===== config.mk =====
export PLATFORM = sky130hd
export DESIGN_NAME = clk_div_multi
export DESIGN_NICKNAME = d
export VERILOG_FILES = /design/src/rtl/clk_div_pkg.sv /design/src/rtl/clk_div_chan.sv /design/src/rtl/clk_div_multi.sv
export SDC_FILE = /design/constraint.sdc
export NUM_CORES = 1
export LEC_CHECK = 0
export CAP_MARGIN = 40
export CORE_ASPECT_RATIO = 0.7
export CORE_MARGIN = 2
export CORE_UTILIZATION = 45
export DETAILED_ROUTE_END_ITERATION = 7
export PLACE_DENSITY_LB_ADDON = 0.15
export SLEW_MARGIN = 15
export SYNTH_ARGS = -nofsm -noshare
export SYNTH_HDL_FRONTEND = slang
export SYNTH_HIERARCHICAL = 1
export SYNTH_SLANG_ARGS = --single-unit
export TNS_END_PERCENT = 20

===== constraint.sdc =====
create_clock -name clk -period 3 [get_ports clk]
set_input_delay 0.9 -clock clk [delete_from_list [all_inputs] [get_ports clk]]
set_output_delay 0.9 -clock clk [all_outputs]
set_load 0.01 [all_outputs]

===== src/rtl/clk_div_pkg.sv =====
// Shared types and reset defaults for the multi-channel clock divider.
package clk_div_pkg;

  typedef enum logic [1:0] {
    ST_IDLE = 2'd0,
    ST_RUN  = 2'd1,
    ST_STOP = 2'd2
  } chan_state_t;

  localparam int DEF_DIV  = 1;
  localparam int DEF_HIGH = 1;

endpackage


===== src/rtl/clk_div_chan.sv =====
// One divider channel: period counter, run/stop state, shadow config and output flops.
module clk_div_chan #(
  parameter int CW       = 8,
  parameter int DEF_DIV  = 1,
  parameter int DEF_HIGH = 1
) (
  input  logic          clk,
  input  logic          rst_n,
  input  logic          en,
  input  logic          sync_start,
  input  logic          wr,
  input  logic [CW-1:0] wr_div,
  input  logic [CW-1:0] wr_high,
  output logic          pending,
  output logic          clk_out,
  output logic          tick,
  output logic [1:0]    dbg_state
);
  import clk_div_pkg::*;

  chan_state_t   st_q, st_d;
  logic [CW-1:0] cnt_q, cnt_d;
  logic [CW-1:0] div_q, div_d, high_q, high_d;
  logic [CW-1:0] sdiv_q, sdiv_d, shigh_q, shigh_d;
  logic          pend_q, pend_d;
  logic          running, boundary, running_d;

  always_comb begin
    st_d     = st_q;
    cnt_d    = cnt_q;
    div_d    = div_q;
    high_d   = high_q;
    sdiv_d   = sdiv_q;
    shigh_d  = shigh_q;
    pend_d   = pend_q;
    running  = (st_q != ST_IDLE);
    boundary = running && (cnt_q == div_q);

    if (sync_start && en) begin
      st_d  = ST_RUN;
      cnt_d = '0;
      if (pend_q) begin
        div_d  = sdiv_q;
        high_d = shigh_q;
        pend_d = 1'b0;
      end
    end else begin
      unique case (st_q)
        ST_IDLE: begin
          cnt_d = '0;
          // A write that landed on the final STOP boundary is still pending here
          if (pend_q) begin
            div_d  = sdiv_q;
            high_d = shigh_q;
            pend_d = 1'b0;
          end
          if (en) st_d = ST_RUN;
        end
        ST_RUN, ST_STOP: begin
          cnt_d = boundary ? '0 : cnt_q + 1'b1;
          if (boundary && pend_q) begin
            div_d  = sdiv_q;
            high_d = shigh_q;
            pend_d = 1'b0;
          end
          if (en)            st_d = ST_RUN;
          else if (boundary) st_d = ST_IDLE;
          else               st_d = ST_STOP;
        end
        default: begin
          st_d  = ST_IDLE;
          cnt_d = '0;
        end
      endcase
    end

    // Running channels only change config at a period boundary, so no runt pulses
    if (wr) begin
      if (st_q == ST_IDLE) begin
        div_d  = wr_div;
        high_d = wr_high;
      end else begin
        sdiv_d  = wr_div;
        shigh_d = wr_high;
        pend_d  = 1'b1;
      end
    end

    running_d = (st_d != ST_IDLE);
  end

  always_ff @(posedge clk or negedge rst_n) begin
    if (!rst_n) begin
      st_q    <= ST_IDLE;
      cnt_q   <= '0;
      div_q   <= CW'(DEF_DIV);
      high_q  <= CW'(DEF_HIGH);
      sdiv_q  <= CW'(DEF_DIV);
      shigh_q <= CW'(DEF_HIGH);
      pend_q  <= 1'b0;
      clk_out <= 1'b0;
      tick    <= 1'b0;
    end else begin
      st_q    <= st_d;
      cnt_q   <= cnt_d;
      div_q   <= div_d;
      high_q  <= high_d;
      sdiv_q  <= sdiv_d;
      shigh_q <= shigh_d;
      pend_q  <= pend_d;
      clk_out <= running_d && (cnt_d < high_d);
      tick    <= running_d && (cnt_d == '0);
    end
  end

  assign pending   = pend_q;
  assign dbg_state = st_q;

endmodule


===== src/rtl/clk_div_multi.sv =====
// Multi-channel programmable clock divider: config decode, ready mux and channel array.
module clk_div_multi #(
  parameter int  NCH      = 4,
  parameter int  CW       = 8,
  parameter int  DEF_DIV  = clk_div_pkg::DEF_DIV,
  parameter int  DEF_HIGH = clk_div_pkg::DEF_HIGH,
  localparam int CHW      = (NCH > 1) ? $clog2(NCH) : 1
) (
  input  logic                  clk,
  input  logic                  rst_n,
  input  logic [NCH-1:0]        en,
  input  logic                  sync_start,
  input  logic                  cfg_valid,
  output logic                  cfg_ready,
  input  logic [CHW-1:0]        cfg_ch,
  input  logic [CW-1:0]         cfg_div,
  input  logic [CW-1:0]         cfg_high,
  output logic [NCH-1:0]        clk_out,
  output logic [NCH-1:0]        tick,
  output logic [NCH-1:0][1:0]   dbg_state
);

  logic [NCH-1:0] pending;
  logic [NCH-1:0] wr;

  // Handshake: a config word transfers on a clock edge where cfg_valid && cfg_ready.
  // cfg_ready drops only while the addressed channel holds an unapplied shadow;
  // out-of-range channels are always ready and their writes are dropped.
  always_comb begin
    cfg_ready = 1'b1;
    for (int i = 0; i < NCH; i++) begin
      if (cfg_ch == CHW'(i)) cfg_ready = !pending[i];
    end
  end

  for (genvar i = 0; i < NCH; i++) begin : g_chan
    assign wr[i] = cfg_valid && cfg_ready && (cfg_ch == CHW'(i));

    clk_div_chan #(
      .CW       (CW),
      .DEF_DIV  (DEF_DIV),
      .DEF_HIGH (DEF_HIGH)
    ) u_chan (
      .clk        (clk),
      .rst_n      (rst_n),
      .en         (en[i]),
      .sync_start (sync_start),
      .wr         (wr[i]),
      .wr_div     (cfg_div),
      .wr_high    (cfg_high),
      .pending    (pending[i]),
      .clk_out    (clk_out[i]),
      .tick       (tick[i]),
      .dbg_state  (dbg_state[i])
    );
  end

endmodule


==> run metrics, run 1 <==
CTS H-tree depth 4; routability congestion estimate 0.843; post-synth top area cell dfrtp_1; Leak approximately 6 nW; row count 49; crit path kind input port to output port; Synth Warn # 6; sequential area share after synthesis a little under two fifths; CP peak stage delay approximately 0.56 ns; Avg Cell Area, Syn around 10 um2; worst path bufs/invs 3; final worst slack 0.0645 ns; initial antenna violation count 0; hpwl dp 24600 um; FF+latch count, synth 180; async set-reset flop share out of synthesis 100%; CP cell instances clkdlybuf4s15_2 -> mux4_2 -> inv_1 -> dlygate4sd2_1; Req. time, crit path between 2 and 2.5 ns; Peak VDD IR 481 uV; Num Clock Sinks between 150 and 200; Synth Cell Area around 0.012 mm2; Pwr Density approximately 960 mW/mm2; first-pass GRT wire length about 55000 um; RSZ-0062 raised after global routing yes; CTS Hold Buffers Added 0; MaxCap Viol Count 0; FILL cells approximately 2200; clk slew on worst S/H paths 0.07 ns; Worst Hold Class input port to async pin; Area Overhead vs Synth 22.4%; Post-synth EDFFs 0; DIE HEIGHT 140 um; dominant synthesized flop cell dfrtp_1; r2r setup slk approximately 0.13 ns; remaining global-route overflow 0; Post-Place Cells approximately 1600; Crit path max-delay family buffers and inverters; routed len/inst 20.8 um; CTS Buf Count 17; share of the synthesized area in the top cell type 34.7%; Remaining DRCs 0; I/O Buffers 42; Avg Vias per Cell just over 6; vias in the first global route 9735; Pins Over Slew Limit 0; Final Non-Filler Cells about 1700; layout cells sized above 1 between 20% and 30%; CTS tree yes; remaining antenna violation count after routing 0; Setup TNS Final 0 ns; Setup-failing EPs final 0; Tmin final 2.94 ns; element type at the critical path start input port; Slew headroom 62.0%; power consumption between 10 and 15 mW; die width 198 um; Slowest-stage cell, CP mux4_2; Final Hold Vio Count 0; Fin Clk Skew ~0.0068 ns; root buf cell clkbuf_16; worst-skew pair later-pin latency between 0.4 and 0.5 ns; Placement Setup Slack -0.787 ns; element type at the critical path end output port; outcome complete, no violations; Initial Util a little under half; initial drt markers 930; Clock Tree Buf Depth 2; instance count of the mapped netlist approximately 1200; Peak Freq 0.341 GHz; post-synth cell types 84; Crit Path Max Fanout 5; Worst Path Arrival 2.04 ns; via count between 10000 and 15000; Ant. Diodes 0; final wirelength around 35000 um; GRT Overall Usage 25.4%; number of I/O pins 43; Tightest Pin Transition approximately 0.57 ns; hold slack roughly 0.45 ns; fin nets between 1000 and 1500; top cells by area, synth dfrtp_1 (35%), mux2_2 (6.9%), ha_1 (4.2%); die outline area between 0.02 and 0.03 mm2; core box area ~0.026 mm2; Final Cycle Share a little over nine tenths; syn_nets 1248; largest net degree at the start of global routing between 60 and 70; drt pass-1 iters 5
[cell type report]
class / instances / area [um2] / area share (%)
multi-input combinational: 892 / 6960 / 48.1
sequential: 180 / 4530 / 31.3
timing repair buffer: 216 / 1850 / 12.8
clock buffer: 17 / 425 / 2.94
tap: 331 / 414 / 2.86
clock inverter: 15 / 179 / 1.24
inverter: 31 / 116 / 0.804
[worst reg2reg max path: cells and delay by family, from the launching register on]
family	cells	cell delay [ns]
adders and majority gates	1	0.30
muxes	1	0.20
DFF	1	0.43
and+or+nand+nor	4	0.62
buffers and inverters	1	0.19
xor gates and xnor gates	1	0.19
AOI/OAI and AO/OA	4	0.84
[flip-flops by register name (all words and copies together), names as in the netlist]
register and cells:
g_chan.u_chan/pending 4, g_chan.u_chan/div_q 32, g_chan.u_chan/dbg_state 8, g_chan.u_chan/tick 4, g_chan.u_chan/sdiv_q 32, g_chan.u_chan/clk_out 4
g_chan.u_chan/high_q 32, g_chan.u_chan/shigh_q 32, g_chan.u_chan/cnt_q 32
[logic make-up after synthesis]
| logic type | Yosys count | synth area share (%) |
|---|---|---|
| AND/OR/NAND/NOR | 302 | 14.2 |
| XOR/XNOR | 57 | 4.29 |
| multiplexers | 114 | 10.6 |
| AO/OA/AOI/OAI | 379 | 23.9 |
| adder cells (fa/ha/maj) | 40 | 4.23 |
| flip-flops | 180 | 38.3 |
| buffers and inverters | 110 | 4.51 |
[metrics by stage]
step / cell area [um2] / util [%]
floorplan: 11800 / -
global placement: 13500 / 52.5
detailed placement: 13500 / 52.5
CTS: 14100 / 54.9
global route: 14500 / 56.2
finish: 14500 / 56.2
[report_power, final]
group | internal, mW | leakage, nW | switching, mW
clock network | 1.32 | 0.298 | 1.06
logic | 3.51 | 3.49 | 3.64
registers | 3.43 | 2.25 | 0.956
[repair_timing]
item / in CTS / in global routing
resized for setup: 15 / 66
setup endpoints to repair: 5 / 4
setup buffers: 0 / 18
pin swaps: 0 / 20
cloned: 0 / 0
[Yosys cell counts (all sizes together), types with 27 or more instances]
library cell,number
mux2i,33
dfrtp,164
nand2,60
xor2,27
nand3,32
nor2b,39
clkbuf,51
mux2,80
a21oi,63
o22a,29
nor2,73
o21ai,50
xnor2,30
inv,30
ha,40
a221o,45
[worst paths after layout]
kind | depth (start not counted) | start | to
min in group clk | 1 | g_chan[3].u_chan/shigh_q[1]$_DFFE_PN0P_ | g_chan[3].u_chan/shigh_q[1]$_DFFE_PN0P_
hold / removal | 1 | rst_n | g_chan[3].u_chan/cnt_q[1]$_DFF_PN0_
hold reg to reg | 1 | g_chan[3].u_chan/shigh_q[1]$_DFFE_PN0P_ | g_chan[3].u_chan/shigh_q[1]$_DFFE_PN0P_
setup / recovery | 4 | cfg_ch[0] | cfg_ready
setup reg to reg | 12 | g_chan[0].u_chan/div_q[7]$_DFF_PN0_ | g_chan[0].u_chan/clk_out$_DFF_PN0_
max in group asynchronous | 2 | rst_n | g_chan[1].u_chan/div_q[0]$_DFF_PN1_
[layer usage]
metal	vias to the layer above	track usage [%]	share of wire, %
li1	4824	-	-
met1	5135	39.1	48
met2	388	36.5	44
met3	38	4.41	6.7
met4	0	6.61	1.5
met5	-	0	0
[placed cells by master, fill, tap and decap left out, types with 6 or more instances in the layout]
| cell type | instances |
|---|---|
| a221oi_1 | 17 |
| and3_1 | 8 |
| dfstp_2 | 16 |
| a31oi_1 | 24 |
| a22o_1 | 14 |
| buf_6 | 6 |
| mux2i_1 | 31 |
| buf_4 | 159 |
| o211ai_1 | 8 |
| nand2_1 | 55 |
| nor2_1 | 69 |
| a221o_1 | 45 |
| o31a_1 | 15 |
| nor2b_1 | 36 |
| clkbuf_16 | 17 |
| o21a_1 | 9 |
| o22a_1 | 29 |
| o21ai_1 | 9 |
| dfrtp_1 | 160 |
| mux2_1 | 8 |
| o31ai_2 | 7 |
| ha_1 | 38 |
| o31ai_1 | 9 |
| nor3_1 | 6 |
| a22oi_1 | 23 |
| o221ai_1 | 8 |
| xor2_1 | 26 |
| and2_1 | 6 |
| nand3_1 | 29 |
| buf_12 | 8 |
| o21ai_0 | 36 |
| clkdlybuf4s50_1 | 34 |
| nand3b_1 | 21 |
| o22ai_1 | 23 |
| a21oi_1 | 61 |
| nand2b_1 | 7 |
| mux2_2 | 72 |
| xnor2_1 | 29 |
| inv_1 | 30 |
(Power assumes the default switching activity.)
==> run 2: changes to the inputs <==
- SKIP_CTS_REPAIR_TIMING: default -> 1
==> run metrics, run 2 (synthesized netlist as in run 1, its figures left out) <==
CTS Buf Count 17 (unchanged); Setup-failing EPs final 0 (unchanged); Crit Path Max Fanout 11 (+6); internal power 8.13 mW (-1.6%); Pwr Density 962 mW/mm2 (about the same); outcome complete, no violations; remaining global-route overflow 0 (unchanged); GRT Overall Usage 25.4% (unchanged); die width 198 um (unchanged); commonest non-fill, non-tap cell in the layout dfrtp_1; root buf cell clkbuf_16; number of I/O pins 43 (unchanged); CTS tree yes; core box area 0.0257 mm2 (unchanged); most used cells in the layout excluding fill and tap cells dfrtp_1 (162), buf_4 (146), mux2_2 (72); post-route design area 0.0143 mm2 (-1.5%); P_sw 5.58 mW (-1.3%); remaining antenna violation count after routing 0 (unchanged); Peak Freq 0.334 GHz (-2.1%); largest net degree at the start of global routing 61 (unchanged); Placement Cell Area 0.0135 mm2 (unchanged); hold slack 0.456 ns (+0.00143 ns); element type at the critical path end register; Worst Hold Class input port to async pin; I/O Buffers 42 (unchanged); power consumption 13.7 mW (-1.4%); Final Cycle Share 99.9% (+2.1 points); Ant. Diodes 0 (unchanged); Slew headroom 61.9% (-0.076 points); initial drt markers 877 (-5.7%); clk slew on worst S/H paths 0.07 ns (about the same); initial antenna violation count 0 (unchanged); Num Clock Sinks 180 (unchanged); hpwl dp 24600 um (unchanged); routed len/inst 20.8 um (+0.37%); MaxCap Viol Count 0 (unchanged); Clock Tree Buf Depth 2 (unchanged); vias in the first global route 9728 (-0.072%); final wirelength 34700 um (-0.64%); Fin Clk Skew 0.00648 ns (-0.000311 ns); Tmin final 3.00 ns (+0.0623 ns); Seq pwr share 31.9% (+0.4 points); fin nets 1387 (-1.2%); crit path kind input port to register; Sw Share 40.7% (+0.078 points); first-pass GRT wire length 54800 um (about the same); Peak VDD IR 480 uV (about the same); drt pass-1 iters 8 (+3); Tightest Pin Transition 0.572 ns (+0.00114 ns); Pins Over Slew Limit 0 (unchanged); Worst Path Arrival 3.36 ns (+1.32 ns); row count 49 (unchanged); RSZ-0062 raised after global routing yes; layout cells sized above 1 25.4% (-2.3 points); Req. time, crit path 3.36 ns (+1.26 ns); CTS H-tree depth 4 (unchanged); Final Hold Vio Count 0 (unchanged); Avg Vias per Cell 6.15 (-0.32%); worst-skew pair later-pin latency 0.45 ns (about the same); Remaining DRCs 0 (unchanged); Clock Power Share 17.3% (+0.2 points); Initial Util 45.9% (unchanged); FILL cells 2232 (+0.81%); Util after Layout 55.3% (-0.86 points); element type at the critical path start input port; Leak 5.96 nW (-1.4%); die outline area 0.0276 mm2 (unchanged); via count 10200 (-1.3%); Comb pwr share 50.7% (-0.7 points); Setup TNS Final 0 ns (unchanged); routability congestion estimate 0.843 (unchanged); DIE HEIGHT 140 um (unchanged); Area Overhead vs Synth 20.5%
==> run 2: cell types whose count changed in the layout (fill, tap and decap cells not counted), sizes merged <==
cell           previous run  this run
buf                     173       158
dlymetal6s2s              3         5
clkdlybuf4s15             1         0
clkbuf                   21        19
dlygate4sd2               1         0
==> run 2: metrics by stage <==
stage,setup WS (ns),std cells
CTS,-0.551,1664
floorplan,-0.0447,1182
global route,-0.107,1665
finish,0.00214,1665
global placement,-0.731,1632
detailed placement,-0.787,1632
==> run 2: power groups by stage <==
stage	registers [mW]	clock network, mW	logic (mW)
2_1_floorplan	4.15	0	4.59
3_3_place_gp	4.37	0	6.65
3_5_place_dp	4.39	0	6.77
4_1_cts	4.35	2.43	6.81
5_1_grt	4.50	2.53	7.63
6_report	4.38	2.38	6.95
==> run 2: layout make-up <==
type	instances	area, um2	area share [%]
clock inverters	15	179	1.26
well taps	331	414	2.91
flip-flops and latches	180	4530	31.8
clock buffers	17	425	2.99
repair buffers	199	1710	12.0
multi-input cells	892	6880	48.3
inverters	31	116	0.817
==> run 2: path summary, 6_finish.rpt <==
path                       slack, ns                                     from                                      end  cells after the start
setup reg to reg                0.08  g_chan[3].u_chan/dbg_state[0]$_DFF_PN0_       g_chan[3].u_chan/clk_out$_DFF_PN0_                     14
hold / removal                  0.46                                    rst_n      g_chan[3].u_chan/cnt_q[7]$_DFF_PN0_                      1
setup / recovery               0.002                                    en[0]       g_chan[0].u_chan/clk_out$_DFF_PN0_                     11
max in group asynchronous       1.75                                    rst_n      g_chan[1].u_chan/div_q[0]$_DFF_PN1_                      2
hold reg to reg                 0.53  g_chan[3].u_chan/shigh_q[1]$_DFFE_PN0P_  g_chan[3].u_chan/shigh_q[1]$_DFFE_PN0P_                      1
min in group clk                0.53  g_chan[3].u_chan/shigh_q[1]$_DFFE_PN0P_  g_chan[3].u_chan/shigh_q[1]$_DFFE_PN0P_                      1
==> run 2: metal layers <==
| metal | up-vias | GRT usage [%] | part of all wire, % |
|---|---|---|---|
| met3 | 44 | 4.41 | 6.2 |
| met5 | - | 0 | 0 |
| met4 | 0 | 6.41 | 1.7 |
| met1 | 5051 | 39.1 | 49 |
| li1 | 4792 | - | - |
| met2 | 360 | 36.5 | 43 |
==> run 2: worst max-delay path: stages <==
cell             delay (ns)
clkdlybuf4s50_1        0.50
buf_4                  0.16
and3_1                 0.28
buf_4                  0.24
a221o_1                0.23
o22a_1                 0.18
o31ai_2                0.08
ha_1                   0.20
nor3_1                 0.22
o211ai_1               0.13
a221oi_2               0.24
